File: config.mk
export PLATFORM = sky130hd
export DESIGN_NAME = fifo_rr_arbiter
export DESIGN_NICKNAME = d
export VERILOG_FILES = /design/src/rtl/fifo_rr_arbiter.sv
export SDC_FILE = /design/constraint.sdc
export NUM_CORES = 1
export LEC_CHECK = 0
export CAP_MARGIN = 15
export CORE_ASPECT_RATIO = 1.25
export CORE_MARGIN = 2
export CORE_UTILIZATION = 40
export DETAILED_ROUTE_END_ITERATION = 16
export HOLD_SLACK_MARGIN = 0.08
export MAX_ROUTING_LAYER = met4
export PLACE_DENSITY = 0.72
export SLEW_MARGIN = 25
export SYNTH_ARGS = -nofsm -noshare
export SYNTH_HDL_FRONTEND = slang
export SYNTH_SLANG_ARGS = --single-unit
File: constraint.sdc
create_clock -name clk -period 6.43 [get_ports clk]
set_clock_uncertainty 0.1 [all_clocks]
set_input_delay 1.929 -clock clk [delete_from_list [all_inputs] [get_ports clk]]
set_output_delay 1.929 -clock clk [all_outputs]
set_load 0.01 [all_outputs]
File: src/rtl/fifo_rr_arbiter.sv
// Round-robin arbiter that lets NREQ producers share one FIFO write port.
// A granted producer keeps the port until its last beat or MAX_BURST beats.
`timescale 1ns/1ps
module fifo_rr_arbiter #(
   parameter int NREQ      = 3,
   parameter int DW        = 4,
   parameter int MAX_BURST = 4
) (
   input  logic                 clk,
   input  logic                 rst_b,
   input  logic [NREQ-1:0]      req_vld,
   input  logic [NREQ*DW-1:0]   req_data,
   input  logic [NREQ-1:0]      req_last,
   output logic [NREQ-1:0]      req_rdy,
   input  logic                 fifo_full,
   output logic                 fifo_wr_en,
   output logic [DW-1:0]        fifo_wr_data,
   output logic [1:0]           gnt_id,
   output logic                 busy,
   output logic [2:0]           beat_cnt
);

   typedef enum logic {ST_IDLE, ST_BURST} state_t;

   state_t        r_state;
   state_t        w_state_next;
   logic [1:0]    r_gnt_id;
   logic [1:0]    r_last_gnt;
   logic [2:0]    r_beat_cnt;
   logic [1:0]    w_sel;
   logic          w_gnt_vld;
   logic          w_gnt_last;
   logic [DW-1:0] w_gnt_data;
   logic          w_xfer;
   logic          w_end;
   logic [DW-1:0] w_data [NREQ];
   int            w_best;
   int            w_dist;

   generate
      for (genvar gi = 0; gi < NREQ; gi++) begin : g_prod
         assign w_data[gi]  = req_data[gi*DW +: DW];
         assign req_rdy[gi] = (r_state == ST_BURST) && (r_gnt_id == 2'(gi)) && !fifo_full;
      end
   endgenerate

   // Pick the requester with the smallest upward distance from last_gnt.
   always_comb begin
      w_sel  = r_last_gnt;
      w_best = NREQ;
      w_dist = 0;
      for (int i = 0; i < NREQ; i++) begin
         w_dist = (i - int'(r_last_gnt) - 1 + 2*NREQ) % NREQ;
         if (req_vld[i] && (w_dist < w_best)) begin
            w_best = w_dist;
            w_sel  = 2'(i);
         end
      end
   end

   always_comb begin
      w_gnt_vld  = 1'b0;
      w_gnt_last = 1'b0;
      w_gnt_data = '0;
      for (int i = 0; i < NREQ; i++) begin
         if (r_gnt_id == 2'(i)) begin
            w_gnt_vld  = req_vld[i];
            w_gnt_last = req_last[i];
            w_gnt_data = w_data[i];
         end
      end
   end

   assign w_xfer = (r_state == ST_BURST) && w_gnt_vld && !fifo_full;
   assign w_end  = w_xfer && (w_gnt_last || (r_beat_cnt == 3'(MAX_BURST - 1)));

   always_comb begin
      w_state_next = r_state;
      fifo_wr_en   = 1'b0;
      fifo_wr_data = '0;
      busy         = 1'b0;
      case (r_state)
         ST_IDLE: begin
            if (|req_vld) w_state_next = ST_BURST;
         end
         ST_BURST: begin
            busy         = 1'b1;
            fifo_wr_en   = w_xfer;
            fifo_wr_data = w_gnt_data;
            if (w_end) w_state_next = ST_IDLE;
         end
         default: w_state_next = ST_IDLE;
      endcase
   end

   always_ff @(posedge clk or negedge rst_b) begin
      if (!rst_b) begin
         r_state    <= ST_IDLE;
         r_gnt_id   <= 2'd0;
         r_last_gnt <= 2'(NREQ - 1);
         r_beat_cnt <= 3'd0;
      end else begin
         r_state <= w_state_next;
         if ((r_state == ST_IDLE) && (|req_vld)) r_gnt_id <= w_sel;
         if (w_end) begin
            r_beat_cnt <= 3'd0;
            r_last_gnt <= r_gnt_id;
         end else if (w_xfer) begin
            r_beat_cnt <= r_beat_cnt + 3'd1;
         end
      end
   end

   assign gnt_id   = r_gnt_id;
   assign beat_cnt = r_beat_cnt;

endmodule

==> results.cfg, run 1 <==
[outcome]
outcome = finished clean

[layout]
layout_commonest_cell = ha_1
post-route-util_pct = 54.2
stdcell_count = 523
fill_cells = 638
antennaDiodeCount = 0
final_cell_mix = ha_1, buf_4, clkdlybuf4s50_1, nand2_1, a21o_1
nets = 526
final_layout_size_suffix_gt1_share_pct = 18.2
syn2layout_area_growth_pct = 31.7

[yosys]
ys_seq_area_share_pct = 7.06
synth_seq_cells = 8
syn_area_um2 = 2850
ys_warn_count = 0
synth_top_family_by_area = adder cells
synth-main-ff-cell = dfrtp_1
synth_top_cell_by_area = ha_1
synthAdderAreaFrac_pct = 31.1
synth-compound-area-share_pct = 29.8
ys_types = 54
syn_area_per_cell_um2 = 7.78
yosys-mux-area-fraction_pct = 3.59
syn-instance-count = 367
async_reset_ff_share_pct = 100
synth_area_leaders = ha_1, dfrtp_1, a21o_1
synth_edf_count = 0
synth_fp_nets = 459
synth_top_area_share_pct = 31.1
yosys.area_share.simple_pct = 21.6
synth_xor_area_share_pct = 1.89

[global_route]
gr-usage-met2_pct = 35.7
antenna_found_initial = 0
grt_busiest_layer = met2
met3_usage_pct = 1.10
grt_use_met1_pct = 24.1
grt-ovfl-total = 0
grt_pass1_wl_um = 12900
first_global_vias = 2907
grt_max_degree = 28
grt_usage_pct = 19.9

[cts]
cts_hold_buf = 0
root_buffer = clkbuf_8
cts_sinks = 8
cts_buffers = 3
insertion_delay_ns = 0.23
cts_tree = done
htreeDepth = 1
clockBufferDepth = 2
clk_pin_slew_ns = 0.04

[die]
dieHeight_um = 98.4
rows = 34
pin_count = 35
die_w_um = 79.6
initial_core_util_pct = 41.2
core_area_um2 = 6930
dieArea_um2 = 7830

[critical_path]
crit_arrival_ns = 6.27
required_ns = 6.45
crit_path_start_kind = primary input
endpoint_kind = register
path_class = primary input to register
crit_path_max_fanout = 15

[timing]
period_needed_ns = 6.25
period_share_pct = 97.3
worst_slack_ns = 0.176
slew_viol_final = 0
finalSetupViolCount = 0
tightest_slew_ns = 0.643
final_hold_viol_count = 0
relSlewSlack_pct = 57.1
max_freq_mhz = 160

[routing]
drtAntennaViolNets = 0
totalWireLength_um = 7640
drc = 0
vias = 3001
dr.pass1.iters = 4
drt_iter0_drc = 122
wl_per_cell_um = 14.6
routed_via_density = 5.74

[place]
io_buffer_count = 34
place.gp.congestion = 0.894
dp_hpwl_um = 6010
dp_slack_ns = -0.487
dpl.cell_count = 516

[run]
maxCapViolCount = 0

[worst_hold_path]
worstHoldPathType = register to register
-- repair_timing --
item                                    4_1_cts  5_1_grt
endpoints found under the setup margin        2        2
setup buffers                                 0        3
pin swaps                                     1       10
gates resized for setup                       1       21
-- worst paths after layout --
path | from | to | slack, ns | depth (start not counted)
max | req_vld[0] | gnt_id[1] | 0.18 | 22
min | beat_cnt[1] | beat_cnt[1] | 0.44 | 2
max reg2reg | r_last_gnt[1] | gnt_id[1] | 0.27 | 27
min reg2reg | beat_cnt[1] | beat_cnt[1] | 0.44 | 2
max in group asynchronous | rst_b | r_last_gnt[1] | 4.02 | 1
min in group asynchronous | rst_b | beat_cnt[2] | 1.89 | 1
-- routing by layer --
metal  routed length (µm)  up-vias  part of all wire, %
li1                     -     1525                    -
met4                  133        0                  1.7
met5                    0        -                    0
met2                 4140       40                   54
met3                   91       13                  1.2
met1                 3270     1423                   43
-- Yosys cell counts (2+ instances only) --
cell type / count
nor2_1: 12
xnor2_1: 2
dfrtp_1: 7
clkbuf_1: 19
a21o_1: 22
a311oi_1: 2
o31ai_1: 3
buf_2: 2
nor3b_1: 3
o21bai_1: 11
nor4_1: 2
mux2i_1: 8
nand3_1: 23
nand2b_1: 5
o21a_1: 2
a21oi_1: 21
and3_1: 2
ha_1: 71
o21ai_0: 17
nand4_1: 11
nand2_1: 25
and2_1: 5
nor2b_1: 19
o221ai_1: 2
nand3b_1: 2
inv_1: 12
nor3_1: 5
mux2_2: 2
a31oi_1: 23
o211ai_1: 3
-- flip-flops by register name (all words and copies together) (netlist names) --
| name | cells |
|---|---|
| r_last_gnt | 2 |
| gnt_id | 2 |
| beat_cnt | 3 |
| r_state | 1 |
-- critical path, cell delays in order --
cell,delay [ns]
clkbuf_2,0.14
buf_12,0.14
nand3_1,0.08
ha_1,0.31
nand4_1,0.23
nor4_4,0.39
nand3_2,0.13
a2111oi_4,0.40
o32ai_4,0.16
a21oi_2,0.24
buf_6,0.17
a31oi_4,0.03
ha_1,0.31
a21o_1,0.18
a21o_1,0.17
a21o_1,0.16
a21oi_1,0.13
o221ai_1,0.12
a211o_1,0.28
mux2i_1,0.18
o41ai_2,0.10
a221o_1,0.26
-- through the flow --
step / hold slack, ns / TNS (ns) / area (µm²)
final: 0.436 / 0 / 3760
after global routing: 0.451 / -0.0704 / 3760
after CTS: 0.431 / 0 / 3630
after detailed placement: 0.422 / -0.906 / 3590
after global placement: 0.399 / -0.670 / 3590
after floorplan: 0.436 / 0 / 2870
-- kinds of logic after synthesis --
| kind of cell | Yosys count |
|---|---|
| XOR/XNOR | 4 |
| adder cells (fa/ha/maj) | 71 |
| AND/OR/NAND/NOR | 117 |
| multiplexers | 10 |
| AO/OA/AOI/OAI | 122 |
| flip-flops | 8 |
| buffers and inverters | 35 |
-- area by class of cell --
class / instances / area (µm²) / share of cell area (%)
Inverter: 13 / 48.8 / 1.30
Clock buffer: 4 / 45.0 / 1.20
Multi-Input combinational cell: 324 / 2620 / 69.7
Timing Repair Buffer: 84 / 731 / 19.4
Tap cell: 90 / 113 / 3.00
Sequential cell: 8 / 201 / 5.36
Power of run 1 is left out: the tool's default activity adds up to more than one toggle a clock period on the data nets, which glitch-free logic cannot reach.
==> inputs of run 2 (changes only) <==
--- a/config.mk
+++ b/config.mk
@@ -9,10 +9,12 @@
 export CORE_ASPECT_RATIO = 1.25
 export CORE_MARGIN = 2
 export CORE_UTILIZATION = 40
+export CTS_CLUSTER_SIZE = 28
 export DETAILED_ROUTE_END_ITERATION = 16
 export HOLD_SLACK_MARGIN = 0.08
 export MAX_ROUTING_LAYER = met4
 export PLACE_DENSITY = 0.72
+export RECOVER_POWER = 100
 export SLEW_MARGIN = 25
 export SYNTH_ARGS = -nofsm -noshare
 export SYNTH_HDL_FRONTEND = slang
==> results.cfg, run 2 (synthesis gave the netlist of run 1 again) <==
[cts]
clockBufferDepth = 2
cts_sinks = 8
clk_pin_slew_ns = 0.04
insertion_delay_ns = 0.23
cts_buffers = 3
htreeDepth = 1
cts_tree = done
root_buffer = clkbuf_8

[layout]
final_cell_mix = ha_1, buf_4, nand2_1, a21o_1
syn2layout_area_growth_pct = 31.7
stdcell_count = 523
final_layout_size_suffix_gt1_share_pct = 18.2
antennaDiodeCount = 0
layout_commonest_cell = ha_1
nets = 526
largest_reg_flops = 3

[critical_path]
rr_endpoint = gnt_id[1]
crit_arrival_ns = 6.28
critical_path.endpoint = gnt_id[1]
path_class = primary input to register
ff2ff_path_depth = 27
crit_path_max_fanout = 15
crit_path_start_kind = primary input
crit_path_start = req_vld[0]
required_ns = 6.45
reg2reg_from = r_last_gnt[1]
endpoint_kind = register
rrSetupSlack_ns = 0.27

[global_route]
antenna_found_initial = 0
first_global_vias = 2907
grt_max_degree = 28
grt_usage_pct = 19.9
grt_pass1_wl_um = 12900
grt-ovfl-total = 0

[die]
pin_count = 35
core_area_um2 = 6930
initial_core_util_pct = 41.2
dieArea_um2 = 7830
rows = 34
dieHeight_um = 98.4
die_w_um = 79.6

[place]
dpl.cell_count = 516
dp_hpwl_um = 6010
place.gp.congestion = 0.894
io_buffer_count = 34

[timing]
max_freq_mhz = 160
period_needed_ns = 6.26
relSlewSlack_pct = 57.5
period_share_pct = 97.3
tightest_slew_ns = 0.637
slew_viol_final = 0
finalSetupViolCount = 0
final_hold_viol_count = 0

[routing]
dr.pass1.iters = 4
routed_via_density = 5.73
drc = 0
drt_iter0_drc = 127
drtAntennaViolNets = 0
wl_per_cell_um = 14.6
vias = 2996
totalWireLength_um = 7650

[worst_hold_path]
worstHoldPathType = register to register

[run]
maxCapViolCount = 0

[outcome]
outcome = finished clean
==> run 2: metrics by stage <==
| step | hold slack (ns) | utilization (%) | setup TNS [ns] | worst slack, ns | cell area (µm²) |
|---|---|---|---|---|---|
| floorplan | 0.436 | - | 0 | 0.0136 | 2870 |
| global placement | 0.399 | 51.8 | -0.670 | -0.365 | 3590 |
| detailed placement | 0.422 | 51.8 | -0.906 | -0.487 | 3590 |
| CTS | 0.431 | 52.4 | 0 | 0.0159 | 3630 |
| global route | 0.446 | 54.2 | -0.0704 | -0.0657 | 3760 |
| finish | 0.421 | 54.2 | 0 | 0.173 | 3760 |
==> run 2: worst min path at each step <==
stage / cells past startpoint / slack (ns) / endpoint / startpoint
global placement: 2 / 0.40 / beat_cnt[1] / beat_cnt[1]
floorplan: 2 / 0.44 / beat_cnt[1] / beat_cnt[1]
CTS: 1 / 0.43 / beat_cnt[0] / beat_cnt[0]
finish: 2 / 0.42 / beat_cnt[1] / beat_cnt[1]
detailed placement: 1 / 0.42 / beat_cnt[0] / beat_cnt[0]
global route: 2 / 0.45 / beat_cnt[1] / beat_cnt[1]
==> run 2: final cells by class <==
cell class                 instances  area (µm²)
timing repair buffer              84         731
sequential                         8         201
inverter                          13        48.8
clock buffer                       4        45.0
fill                             638        3180
multi-input combinational        324        2620
tap                               90         113
==> run 2: repair_timing <==
action | in CTS | in global routing
resized for setup | 1 | 21
pin swaps | 1 | 10
setup buffers | 0 | 3
setup endpoints to repair | 2 | 2
hold buffers | 0 | 0
==> run 2: critical path, stage by stage <==
cell and delay, ns:
clkbuf_2 0.14, buf_12 0.14, nand3_1 0.08, ha_1 0.32
nand4_1 0.23, nor4_4 0.39, nand3_2 0.13, a2111oi_4 0.40
o32ai_4 0.16, a21oi_2 0.24, buf_6 0.17, a31oi_4 0.03
ha_1 0.31, a21o_1 0.18, a21o_1 0.17, a21o_1 0.16
a21oi_1 0.13, o221ai_1 0.12, a211o_1 0.28, mux2i_1 0.18
o41ai_2 0.10, a221o_1 0.26
==> run 2: per-layer routing <==
metal | track usage (%) | share of wire, %
met1 | 24.1 | 43
met2 | 35.7 | 54
met3 | 1.10 | 0.98
met4 | 4.51 | 1.7
met5 | - | 0
Power of run 2 is left out for the same reason.
==> inputs of run 3 (changes only) <==
--- a/config.mk
+++ b/config.mk
@@ -7,13 +7,13 @@
 export LEC_CHECK = 0
 export CAP_MARGIN = 15
 export CORE_ASPECT_RATIO = 1.25
-export CORE_MARGIN = 2
-export CORE_UTILIZATION = 40
+export CORE_MARGIN = 5
+export CORE_UTILIZATION = 42
 export CTS_CLUSTER_SIZE = 28
 export DETAILED_ROUTE_END_ITERATION = 16
 export HOLD_SLACK_MARGIN = 0.08
 export MAX_ROUTING_LAYER = met4
-export PLACE_DENSITY = 0.72
+export PLACE_DENSITY = 0.74
 export RECOVER_POWER = 100
 export SLEW_MARGIN = 25
 export SYNTH_ARGS = -nofsm -noshare
==> results.cfg, run 3 (synthesis gave the netlist of run 1 again) <==
[routing]
routed_via_density = 5.92
drtAntennaViolNets = 0
dr.pass1.iters = 5
vias = 3090
drc = 0
totalWireLength_um = 8440
drt_iter0_drc = 155
wl_per_cell_um = 16.2

[timing]
tightest_slew_ns = 0.879
period_needed_ns = 6.21
relSlewSlack_pct = 41.1
finalSetupViolCount = 0
max_freq_mhz = 161
period_share_pct = 96.6
final_hold_viol_count = 0
slew_viol_final = 0

[die]
dieHeight_um = 102
dieArea_um2 = 8550
core_area_um2 = 6610
initial_core_util_pct = 43.2
rows = 33
die_w_um = 83.7
pin_count = 35

[layout]
final_layout_size_suffix_gt1_share_pct = 23.0
largest_reg_flops = 3
post-route-util_pct = 60.2
fill_cells = 561
nets = 528
antennaDiodeCount = 0
layout_commonest_cell = ha_1
syn2layout_area_growth_pct = 39.4
final_cell_mix = ha_1, buf_4, nand2_1, a21o_1, a31oi_1

[global_route]
first_global_vias = 2962
grt_max_degree = 28
antenna_found_initial = 0
grt_pass1_wl_um = 13100
grt-ovfl-total = 0
grt_usage_pct = 18.2

[critical_path]
required_ns = 6.44
path_class = primary input to register
crit_path_max_fanout = 11
ff2ff_path_depth = 27
endpoint_kind = register
crit_path_start_kind = primary input
rr_endpoint = gnt_id[1]
reg2reg_from = r_last_gnt[1]
rrSetupSlack_ns = 0.27
crit_arrival_ns = 6.22

[cts]
clk_pin_slew_ns = 0.05
cts_tree = done
cts_buffers = 3
insertion_delay_ns = 0.23
root_buffer = clkbuf_8
clockBufferDepth = 2
htreeDepth = 1
cts_sinks = 8

[place]
dp_hpwl_um = 6140
io_buffer_count = 34
place.gp.congestion = 0.920

[outcome]
outcome = finished clean

[run]
maxCapViolCount = 0

[worst_hold_path]
hold_path_end = beat_cnt[1]
hold_path_depth = 2
min_from = beat_cnt[1]
worstHoldPathType = register to register
-- run 3: worst max path at each step --
stage	slack, ns	from	to	depth (start not counted)
final	0.22	req_vld[0]	gnt_id[1]	22
after global routing	-0.07	r_last_gnt[1]	gnt_id[1]	27
after CTS	0.02	req_vld[0]	gnt_id[1]	22
after detailed placement	-0.59	req_vld[0]	gnt_id[1]	21
after global placement	-0.44	req_vld[0]	gnt_id[1]	21
after floorplan	0.01	req_vld[0]	gnt_id[1]	22
-- run 3: repair_timing --
action                     CTS  global route
setup buffers                1             9
resized for setup            6            44
pin swaps                    4            20
gates cloned                 0             2
hold buffers                 0             0
setup endpoints to repair    2             2
-- run 3: layout make-up --
type | count | area, µm² | area share [%]
Clock buffer | 4 | 45.0 | 1.13
Inverter | 13 | 52.6 | 1.32
Multi-Input combinational cell | 324 | 2790 | 70.1
Sequential cell | 8 | 203 | 5.09
Tap cell | 87 | 109 | 2.74
Timing Repair Buffer | 86 | 782 | 19.7
-- run 3: metrics by stage --
stage	std cells	area, µm²	setup slack [ns]	hold slack (ns)	TNS (ns)
finish	522	3980	0.221	0.413	0
global route	522	3980	-0.0696	0.455	-0.0696
CTS	511	3630	0.0162	0.426	0
detailed placement	506	3540	-0.585	0.417	-1.08
global placement	506	3540	-0.441	0.402	-0.825
floorplan	367	2870	0.0136	0.436	0
-- run 3: metal layers --
layer / part of all wire [%] / vias to the layer above / GRT usage [%]
met1: 40 / 1461 / 21.0
met3: 3.6 / 17 / 1.69
met2: 54 / 79 / 35.2
met4: 1.9 / 0 / 2.23
met5: 0 / - / -
li1: - / 1533 / -
-- run 3: critical path: stages --
cell and delay (ns):
buf_6 0.11, clkbuf_16 0.14, nand3_1 0.07, ha_1 0.32, nand4_1 0.21, nor4_4 0.36
nand3_2 0.13, a2111oi_4 0.41, o32ai_4 0.17, buf_6 0.15, buf_12 0.13, a31oi_2 0.18
ha_1 0.26, a21o_1 0.18, a21o_1 0.18, a21o_1 0.16, a21oi_2 0.12, o221ai_2 0.10
a211o_1 0.32, mux2i_1 0.19, o41ai_2 0.11, a221o_1 0.27
Power of run 3 is left out for the same reason.
